**src/rtl/axil_master_if.sv**
```systemverilog
// Command/response port plus the five AXI4-Lite channels of axil_master.
// The master modport is the axil_master view; slave is the view of the logic around it.
interface axil_master_if #(
  parameter int ADDR_W = 32,
  parameter int DATA_W = 32
);
  localparam int STRB_W = DATA_W / 8;

  logic              cmd_valid;
  logic              cmd_ready;
  logic              cmd_write;
  logic [ADDR_W-1:0] cmd_addr;
  logic [DATA_W-1:0] cmd_wdata;
  logic [STRB_W-1:0] cmd_wstrb;
  logic [2:0]        cmd_prot;

  logic              rsp_valid;
  logic              rsp_ready;
  logic              rsp_write;
  logic [DATA_W-1:0] rsp_rdata;
  logic [1:0]        rsp_resp;
  logic              rsp_timeout;

  logic [ADDR_W-1:0] axi_awaddr;
  logic [2:0]        axi_awprot;
  logic              axi_awvalid;
  logic              axi_awready;
  logic [DATA_W-1:0] axi_wdata;
  logic [STRB_W-1:0] axi_wstrb;
  logic              axi_wvalid;
  logic              axi_wready;
  logic [1:0]        axi_bresp;
  logic              axi_bvalid;
  logic              axi_bready;
  logic [ADDR_W-1:0] axi_araddr;
  logic [2:0]        axi_arprot;
  logic              axi_arvalid;
  logic              axi_arready;
  logic [DATA_W-1:0] axi_rdata;
  logic [1:0]        axi_rresp;
  logic              axi_rvalid;
  logic              axi_rready;

  modport master (
    input  cmd_valid, cmd_write, cmd_addr, cmd_wdata, cmd_wstrb, cmd_prot,
    output cmd_ready,
    output rsp_valid, rsp_write, rsp_rdata, rsp_resp, rsp_timeout,
    input  rsp_ready,
    output axi_awaddr, axi_awprot, axi_awvalid,
    input  axi_awready,
    output axi_wdata, axi_wstrb, axi_wvalid,
    input  axi_wready,
    input  axi_bresp, axi_bvalid,
    output axi_bready,
    output axi_araddr, axi_arprot, axi_arvalid,
    input  axi_arready,
    input  axi_rdata, axi_rresp, axi_rvalid,
    output axi_rready
  );

  modport slave (
    output cmd_valid, cmd_write, cmd_addr, cmd_wdata, cmd_wstrb, cmd_prot,
    input  cmd_ready,
    input  rsp_valid, rsp_write, rsp_rdata, rsp_resp, rsp_timeout,
    output rsp_ready,
    input  axi_awaddr, axi_awprot, axi_awvalid,
    output axi_awready,
    input  axi_wdata, axi_wstrb, axi_wvalid,
    output axi_wready,
    output axi_bresp, axi_bvalid,
    input  axi_bready,
    input  axi_araddr, axi_arprot, axi_arvalid,
    output axi_arready,
    output axi_rdata, axi_rresp, axi_rvalid,
    input  axi_rready
  );
endinterface

```
**src/rtl/axil_master.sv**
```systemverilog
// Single-outstanding AXI4-Lite master: one command in, one AXI-Lite access out,
// exactly one response back (slave answer or response-phase timeout).
module axil_master #(
  parameter int ADDR_W  = 32,
  parameter int DATA_W  = 32,
  parameter int TIMEOUT = 256
) (
  input logic           aclk,
  input logic           aresetn,
  axil_master_if.master bus
);

  localparam int STRB_W = DATA_W / 8;
  localparam int CNT_W  = (TIMEOUT > 0) ? $clog2(TIMEOUT + 1) : 1;
  localparam bit TO_EN  = (TIMEOUT > 0);
  localparam logic [CNT_W-1:0] TO_LAST = CNT_W'((TIMEOUT > 0) ? TIMEOUT - 1 : 0);
  localparam logic [1:0] RESP_SLVERR = 2'b10;

  typedef enum logic [2:0] {
    IDLE,
    WR_REQ,
    WR_RESP,
    RD_REQ,
    RD_RESP,
    RESP
  } state_t;

  state_t           state;
  logic [CNT_W-1:0] to_cnt;
  logic             to_hit;

  // Fires on the edge that closes the TIMEOUT-th cycle spent in a response state.
  assign to_hit = TO_EN && (to_cnt == TO_LAST);

  // NOTE: every register here uses non-blocking assignment, so all branches see
  // the pre-edge values of awvalid/wvalid and the handshakes resolve consistently.
  always_ff @(posedge aclk or negedge aresetn) begin
    if (!aresetn) begin
      state            <= IDLE;
      to_cnt           <= '0;
      bus.cmd_ready    <= 1'b0;
      bus.rsp_valid    <= 1'b0;
      bus.rsp_write    <= 1'b0;
      bus.rsp_rdata    <= {DATA_W{1'b0}};
      bus.rsp_resp     <= 2'b00;
      bus.rsp_timeout  <= 1'b0;
      bus.axi_awaddr   <= {ADDR_W{1'b0}};
      bus.axi_awprot   <= 3'b000;
      bus.axi_awvalid  <= 1'b0;
      bus.axi_wdata    <= {DATA_W{1'b0}};
      bus.axi_wstrb    <= {STRB_W{1'b0}};
      bus.axi_wvalid   <= 1'b0;
      bus.axi_bready   <= 1'b0;
      bus.axi_araddr   <= {ADDR_W{1'b0}};
      bus.axi_arprot   <= 3'b000;
      bus.axi_arvalid  <= 1'b0;
      bus.axi_rready   <= 1'b0;
    end else begin
      case (state)
        IDLE: begin
          bus.cmd_ready <= 1'b1;
          if (bus.cmd_valid && bus.cmd_ready) begin
            bus.cmd_ready   <= 1'b0;
            bus.rsp_write   <= bus.cmd_write;
            bus.rsp_rdata   <= {DATA_W{1'b0}};
            bus.rsp_resp    <= 2'b00;
            bus.rsp_timeout <= 1'b0;
            if (bus.cmd_write) begin
              bus.axi_awaddr  <= bus.cmd_addr;
              bus.axi_awprot  <= bus.cmd_prot;
              bus.axi_wdata   <= bus.cmd_wdata;
              bus.axi_wstrb   <= bus.cmd_wstrb;
              bus.axi_awvalid <= 1'b1;
              bus.axi_wvalid  <= 1'b1;
              state           <= WR_REQ;
            end else begin
              bus.axi_araddr  <= bus.cmd_addr;
              bus.axi_arprot  <= bus.cmd_prot;
              bus.axi_arvalid <= 1'b1;
              state           <= RD_REQ;
            end
          end
        end

        WR_REQ: begin
          // AW and W retire independently; move on once neither is still pending.
          if (bus.axi_awready) bus.axi_awvalid <= 1'b0;
          if (bus.axi_wready)  bus.axi_wvalid  <= 1'b0;
          if ((!bus.axi_awvalid || bus.axi_awready) &&
              (!bus.axi_wvalid  || bus.axi_wready)) begin
            bus.axi_bready <= 1'b1;
            to_cnt         <= '0;
            state          <= WR_RESP;
          end
        end

        WR_RESP: begin
          if (bus.axi_bvalid) begin
            bus.rsp_resp   <= bus.axi_bresp;
            bus.axi_bready <= 1'b0;
            bus.rsp_valid  <= 1'b1;
            state          <= RESP;
          end else if (to_hit) begin
            bus.rsp_resp    <= RESP_SLVERR;
            bus.rsp_timeout <= 1'b1;
            bus.rsp_rdata   <= {DATA_W{1'b0}};
            bus.axi_bready  <= 1'b0;
            bus.rsp_valid   <= 1'b1;
            state           <= RESP;
          end else if (to_cnt != '1) begin
            to_cnt <= to_cnt + CNT_W'(1);
          end
        end

        RD_REQ: begin
          if (bus.axi_arready) begin
            bus.axi_arvalid <= 1'b0;
            bus.axi_rready  <= 1'b1;
            to_cnt          <= '0;
            state           <= RD_RESP;
          end
        end

        RD_RESP: begin
          if (bus.axi_rvalid) begin
            bus.rsp_rdata  <= bus.axi_rdata;
            bus.rsp_resp   <= bus.axi_rresp;
            bus.axi_rready <= 1'b0;
            bus.rsp_valid  <= 1'b1;
            state          <= RESP;
          end else if (to_hit) begin
            bus.rsp_resp    <= RESP_SLVERR;
            bus.rsp_timeout <= 1'b1;
            bus.rsp_rdata   <= {DATA_W{1'b0}};
            bus.axi_rready  <= 1'b0;
            bus.rsp_valid   <= 1'b1;
            state           <= RESP;
          end else if (to_cnt != '1) begin
            to_cnt <= to_cnt + CNT_W'(1);
          end
        end

        RESP: begin
          // cmd_ready is raised on the handshake edge so the next command can go
          // in one cycle later.
          if (bus.rsp_ready) begin
            bus.rsp_valid <= 1'b0;
            bus.cmd_ready <= 1'b1;
            state         <= IDLE;
          end
        end

        default: state <= IDLE;
      endcase
    end
  end

endmodule

```
**src/flat_wrapper.sv**
```systemverilog
// flat-port wrapper written by rule: the top's interface ports become plain ports
module axil_master_flat 
#(
  parameter int ADDR_W  = 32,
  parameter int DATA_W  = 32,
  parameter int TIMEOUT = 256
)
  (aclk, aresetn, bus_cmd_valid, bus_cmd_write, bus_cmd_addr, bus_cmd_wdata, bus_cmd_wstrb, bus_cmd_prot, bus_cmd_ready, bus_rsp_valid, bus_rsp_write, bus_rsp_rdata, bus_rsp_resp, bus_rsp_timeout, bus_rsp_ready, bus_axi_awaddr, bus_axi_awprot, bus_axi_awvalid, bus_axi_awready, bus_axi_wdata, bus_axi_wstrb, bus_axi_wvalid, bus_axi_wready, bus_axi_bresp, bus_axi_bvalid, bus_axi_bready, bus_axi_araddr, bus_axi_arprot, bus_axi_arvalid, bus_axi_arready, bus_axi_rdata, bus_axi_rresp, bus_axi_rvalid, bus_axi_rready);
  axil_master_if #(.ADDR_W(ADDR_W), .DATA_W(DATA_W)) bus_i ();
  input logic aclk;
  input logic aresetn;
  input wire logic [$bits(bus_i.cmd_valid)-1:0] bus_cmd_valid;
  input wire logic [$bits(bus_i.cmd_write)-1:0] bus_cmd_write;
  input wire logic [$bits(bus_i.cmd_addr)-1:0] bus_cmd_addr;
  input wire logic [$bits(bus_i.cmd_wdata)-1:0] bus_cmd_wdata;
  input wire logic [$bits(bus_i.cmd_wstrb)-1:0] bus_cmd_wstrb;
  input wire logic [$bits(bus_i.cmd_prot)-1:0] bus_cmd_prot;
  output wire logic [$bits(bus_i.cmd_ready)-1:0] bus_cmd_ready;
  output wire logic [$bits(bus_i.rsp_valid)-1:0] bus_rsp_valid;
  output wire logic [$bits(bus_i.rsp_write)-1:0] bus_rsp_write;
  output wire logic [$bits(bus_i.rsp_rdata)-1:0] bus_rsp_rdata;
  output wire logic [$bits(bus_i.rsp_resp)-1:0] bus_rsp_resp;
  output wire logic [$bits(bus_i.rsp_timeout)-1:0] bus_rsp_timeout;
  input wire logic [$bits(bus_i.rsp_ready)-1:0] bus_rsp_ready;
  output wire logic [$bits(bus_i.axi_awaddr)-1:0] bus_axi_awaddr;
  output wire logic [$bits(bus_i.axi_awprot)-1:0] bus_axi_awprot;
  output wire logic [$bits(bus_i.axi_awvalid)-1:0] bus_axi_awvalid;
  input wire logic [$bits(bus_i.axi_awready)-1:0] bus_axi_awready;
  output wire logic [$bits(bus_i.axi_wdata)-1:0] bus_axi_wdata;
  output wire logic [$bits(bus_i.axi_wstrb)-1:0] bus_axi_wstrb;
  output wire logic [$bits(bus_i.axi_wvalid)-1:0] bus_axi_wvalid;
  input wire logic [$bits(bus_i.axi_wready)-1:0] bus_axi_wready;
  input wire logic [$bits(bus_i.axi_bresp)-1:0] bus_axi_bresp;
  input wire logic [$bits(bus_i.axi_bvalid)-1:0] bus_axi_bvalid;
  output wire logic [$bits(bus_i.axi_bready)-1:0] bus_axi_bready;
  output wire logic [$bits(bus_i.axi_araddr)-1:0] bus_axi_araddr;
  output wire logic [$bits(bus_i.axi_arprot)-1:0] bus_axi_arprot;
  output wire logic [$bits(bus_i.axi_arvalid)-1:0] bus_axi_arvalid;
  input wire logic [$bits(bus_i.axi_arready)-1:0] bus_axi_arready;
  input wire logic [$bits(bus_i.axi_rdata)-1:0] bus_axi_rdata;
  input wire logic [$bits(bus_i.axi_rresp)-1:0] bus_axi_rresp;
  input wire logic [$bits(bus_i.axi_rvalid)-1:0] bus_axi_rvalid;
  output wire logic [$bits(bus_i.axi_rready)-1:0] bus_axi_rready;
  assign bus_i.cmd_valid = bus_cmd_valid;
  assign bus_i.cmd_write = bus_cmd_write;
  assign bus_i.cmd_addr = bus_cmd_addr;
  assign bus_i.cmd_wdata = bus_cmd_wdata;
  assign bus_i.cmd_wstrb = bus_cmd_wstrb;
  assign bus_i.cmd_prot = bus_cmd_prot;
  assign bus_cmd_ready = bus_i.cmd_ready;
  assign bus_rsp_valid = bus_i.rsp_valid;
  assign bus_rsp_write = bus_i.rsp_write;
  assign bus_rsp_rdata = bus_i.rsp_rdata;
  assign bus_rsp_resp = bus_i.rsp_resp;
  assign bus_rsp_timeout = bus_i.rsp_timeout;
  assign bus_i.rsp_ready = bus_rsp_ready;
  assign bus_axi_awaddr = bus_i.axi_awaddr;
  assign bus_axi_awprot = bus_i.axi_awprot;
  assign bus_axi_awvalid = bus_i.axi_awvalid;
  assign bus_i.axi_awready = bus_axi_awready;
  assign bus_axi_wdata = bus_i.axi_wdata;
  assign bus_axi_wstrb = bus_i.axi_wstrb;
  assign bus_axi_wvalid = bus_i.axi_wvalid;
  assign bus_i.axi_wready = bus_axi_wready;
  assign bus_i.axi_bresp = bus_axi_bresp;
  assign bus_i.axi_bvalid = bus_axi_bvalid;
  assign bus_axi_bready = bus_i.axi_bready;
  assign bus_axi_araddr = bus_i.axi_araddr;
  assign bus_axi_arprot = bus_i.axi_arprot;
  assign bus_axi_arvalid = bus_i.axi_arvalid;
  assign bus_i.axi_arready = bus_axi_arready;
  assign bus_i.axi_rdata = bus_axi_rdata;
  assign bus_i.axi_rresp = bus_axi_rresp;
  assign bus_i.axi_rvalid = bus_axi_rvalid;
  assign bus_axi_rready = bus_i.axi_rready;
  axil_master #(.ADDR_W(ADDR_W), .DATA_W(DATA_W), .TIMEOUT(TIMEOUT)) u_core (.aclk(aclk), .aresetn(aresetn), .bus(bus_i));
endmodule
```
**config.mk**
```make
export PLATFORM = sky130hd
export DESIGN_NAME = axil_master_flat
export DESIGN_NICKNAME = d
export VERILOG_FILES = /design/src/rtl/axil_master_if.sv /design/src/rtl/axil_master.sv /design/src/flat_wrapper.sv
export SDC_FILE = /design/constraint.sdc
export NUM_CORES = 1
export LEC_CHECK = 0
export CELL_PAD_IN_SITES_DETAIL_PLACEMENT = 1
export CELL_PAD_IN_SITES_GLOBAL_PLACEMENT = 1
export CORE_ASPECT_RATIO = 0.6
export CORE_UTILIZATION = 36
export DETAILED_ROUTE_END_ITERATION = 16
export GPL_TIMING_DRIVEN = 0
export MAX_ROUTING_LAYER = met4
export PLACE_DENSITY_LB_ADDON = 0.1
export SLEW_MARGIN = 20
export SYNTH_ARGS = -nofsm -noshare
export SYNTH_HDL_FRONTEND = slang
export SYNTH_SLANG_ARGS = --single-unit
```
**constraint.sdc**
```tcl
create_clock -name aclk -period 4.58 [get_ports aclk]
set_input_delay 0.916 -clock aclk [delete_from_list [all_inputs] [get_ports aclk]]
set_output_delay 0.916 -clock aclk [all_outputs]
set_load 0.01 [all_outputs]
```
==> flow_summary.ini <==
[run_status]
status = finished clean

[global_route]
grt_max_degree = 94
grt_pass1_vias = 5409
grt_use_total = 0.228
grt-ovfl-total = 0
grt_pass1_wl_um = 30800
antenna_found_initial = 0

[routing]
antenna_left = 0
drtIter0Drc = 191
drc_errors = 0
firstDrtPassIters = 4
drt-total-wl_um = 19500
wl_per_cell_um = 19.9
post_drt_via_cell_ratio = 4.95
vias = 4848

[sta]
skew_ns = 0.0118
finalSetupViolations = 0
setup-tns-final_ns = 0
layout_setup_ws_ns = 1.62
finalCritPeriodShare = 0.646
rsz0062_at_grt = false
report.final.slew_viol_count = 0
hold_violations = 0
slew_headroom = 0.521
period_needed_ns = 2.96
fmax_mhz = 338
tightestPinTransition_ns = 0.708

[logic_synthesis]
synth_nets = 567
ys_types = 45
synth_area_leaders = dfrtp_1 (63%), mux2_2 (18%), a22o_1 (4.5%)
ys_seq_elements = 161
syn_inst = 447
yosysTopAreaCellShare = 0.628
synth-seq-area-share = 0.628
ys_async_sr_fraction = 1.00
ys.flop_type = dfrtp_1
syn_area_um2 = 6420
yosys_warnings = 0
synth_edf_count = 0
syn_area_per_cell_um2 = 14.4
synth_area_leader_cell = dfrtp_1

[die]
die_h_um = 105
ioPinCount = 266
start_util = 0.372
fp.dieArea_um2 = 18400
die_w_um = 174
rows = 37
coreArea_um2 = 17300

[clocking]
clock_sink_count = 161
path_clk_slew_ns = 0.07
cts_max_level = 4
cts.path.max_buffers = 2
cts_tree = yes
root_buffer = clkbuf_16
cts_buffers = 17
cts_resized = 0
clock_latency_ns = 0.42
hold_buffers = 0
postCtsSetupBuffers = 0

[final_layout]
fillCellCount = 1713
stdcell_count = 979
nets = 852
drive_gt1_frac = 0.220
num_antenna_cells = 0
final_util = 0.577
area_growth_pct = 55.3

[setup_path]
cp.arrival_ns = 3.26
crit_path_start = u_core.to_cnt[0]
crit_path_end_kind = flop
critical_path_required_ns = 4.88
worst-r2r-setup-slack_ns = 1.62
start_kind = flop
crit_type = flop to flop
critPathCapture = u_core.to_cnt[8]
rr_worst_depth = 10
r2r-start = u_core.to_cnt[0]
reg2reg_to = u_core.to_cnt[8]
critical_path.max_fanout = 9

[power]
seq_power_share = 0.354
p_int_uw = 4380
max-vdd-ir-drop_uv = 309
switchingPower_uw = 2140
power.static_leakage_uw = 0.00427
clkPwrFrac = 0.213
powerDensity_nw_per_um2 = 653
combPwrFrac = 0.432
swShare = 0.328

[placement]
dp_hpwl_um = 14800
dp_cells = 947
place_ws_ns = 1.39
place.port_buffers = 265
place_congestion = 0.837

[job]
cap_violations = 0

[hold_path]
hp-class = input port to async pin
## layout make-up
| type | count | area, um2 | share of cell area |
|---|---|---|---|
| Timing Repair Buffer | 266 | 2690 | 0.269 |
| Buffer | 27 | 140 | 0.0141 |
| Multi-Input combinational cell | 249 | 2210 | 0.222 |
| Clock inverter | 15 | 148 | 0.0148 |
| Clock buffer | 17 | 425 | 0.0427 |
| Inverter | 10 | 37.5 | 0.00376 |
| Sequential cell | 161 | 4030 | 0.404 |
| Tap cell | 234 | 293 | 0.0294 |
## worst max-delay path, stage by stage (launching register included)
cell	delay [ns]
dfrtp_1	0.40
ha_1	0.23
and3_1	0.23
and3_1	0.22
and3_1	0.21
ha_1	0.20
clkbuf_1	0.25
nor2_1	0.20
o22ai_1	0.12
nor4_2	0.40
mux2_2	0.39
## cells by family (layout without fill, tap and decap cells)
kind of cell    Yosys count  in the layout  synth area share
fa+ha+maj                 3              3           0.00585
compound gates           88             88             0.105
mux                     108            108             0.189
xor+xnor                  1              1           0.00136
simple gates             49             49            0.0429
buf+inv                  37            335            0.0277
flops                   161            161             0.628
## stage by stage
step	hold WS, ns	area, um2	total power, uW
floorplan	0.465	6420	3530
global placement	0.465	9370	5040
detailed placement	0.478	9400	5170
CTS	0.494	9970	6600
global route	0.511	9970	6890
finish	0.487	9970	6510
## power groups by stage
stage / Sequential, uW / Combinational, uW / Clock (uW)
final: 2310 / 2810 / 1390
after global routing: 2390 / 3010 / 1490
after CTS: 2320 / 2860 / 1430
after detailed placement: 2330 / 2840 / 0
after global placement: 2280 / 2760 / 0
after floorplan: 2550 / 985 / 0
## cell usage after synthesis, types with 3 or more instances
| cell type | count |
|---|---|
| ha_1 | 3 |
| o21ai_0 | 13 |
| and3_1 | 5 |
| o311a_1 | 4 |
| nand2_1 | 14 |
| mux2_2 | 104 |
| a41oi_1 | 3 |
| a22o_1 | 33 |
| dfrtp_1 | 161 |
| mux2_1 | 3 |
| nor2b_1 | 4 |
| inv_1 | 10 |
| clkbuf_1 | 9 |
| a21oi_1 | 13 |
| buf_2 | 13 |
| nor2_1 | 12 |
| buf_4 | 4 |
| a31oi_1 | 3 |
## metal layers
metal	share of wire	track usage	wire length, um	vias up
met5	0	-	0	-
met4	0.010	0.0595	200	0
met3	0.079	0.0808	1540	16
met2	0.47	0.347	9060	155
met1	0.45	0.288	8670	2475
li1	-	-	-	2202
## sequential cells by signal (all words and copies together) (netlist names)
signal                  flops
u_core.bus.axi_awaddr      32
u_core.to_cnt               9
u_core.bus.axi_wvalid       1
u_core.bus.rsp_rdata       32
u_core.bus.rsp_timeout      1
u_core.bus.axi_bready       1
u_core.bus.axi_araddr      32
u_core.bus.axi_rready       1
u_core.bus.cmd_ready        1
u_core.bus.axi_awprot       3
u_core.bus.axi_awvalid      1
u_core.bus.axi_arprot       3
u_core.bus.axi_wstrb        4
u_core.bus.rsp_resp         2
u_core.bus.rsp_valid        1
u_core.bus.axi_arvalid      1
u_core.bus.axi_wdata       32
u_core.state                3
u_core.bus.rsp_write        1
## how the worst min path moves through the flow
| stage | from | to | slack, ns | cells after the start |
|---|---|---|---|---|
| 2_1_floorplan | u_core.to_cnt[7] | u_core.to_cnt[7] | 0.46 | 1 |
| 3_3_place_gp | u_core.bus.rsp_write | u_core.bus.rsp_write | 0.46 | 2 |
| 3_5_place_dp | u_core.bus.rsp_write | u_core.bus.rsp_write | 0.48 | 2 |
| 4_1_cts | u_core.bus.rsp_write | u_core.bus.rsp_write | 0.49 | 2 |
| 5_1_grt | u_core.bus.rsp_rdata[4] | u_core.bus.rsp_rdata[4] | 0.51 | 1 |
| 6_report | aresetn | u_core.bus.rsp_rdata[20] | 0.49 | 1 |
## placed cells by master, fill, tap and decap left out, drive strengths merged, types with 2 or more instances in the layout
master,n
a21oi,13
clkinv,5
nor2b,4
and3,5
a22o,33
a41oi,3
o21ai,13
a22oi,2
a21boi,3
mux2,107
clkdlybuf4s50,264
buf,20
nor4bb,2
a31oi,3
o311a,4
dfrtp,161
a21o,2
clkinvlp,2
o31ai,2
nor2,13
a211oi,2
clkbuf,26
nand3,2
nor4,3
nand2,14
or3b,2
nor3,2
ha,3
inv,17
Power figures use the tool's default switching activity.
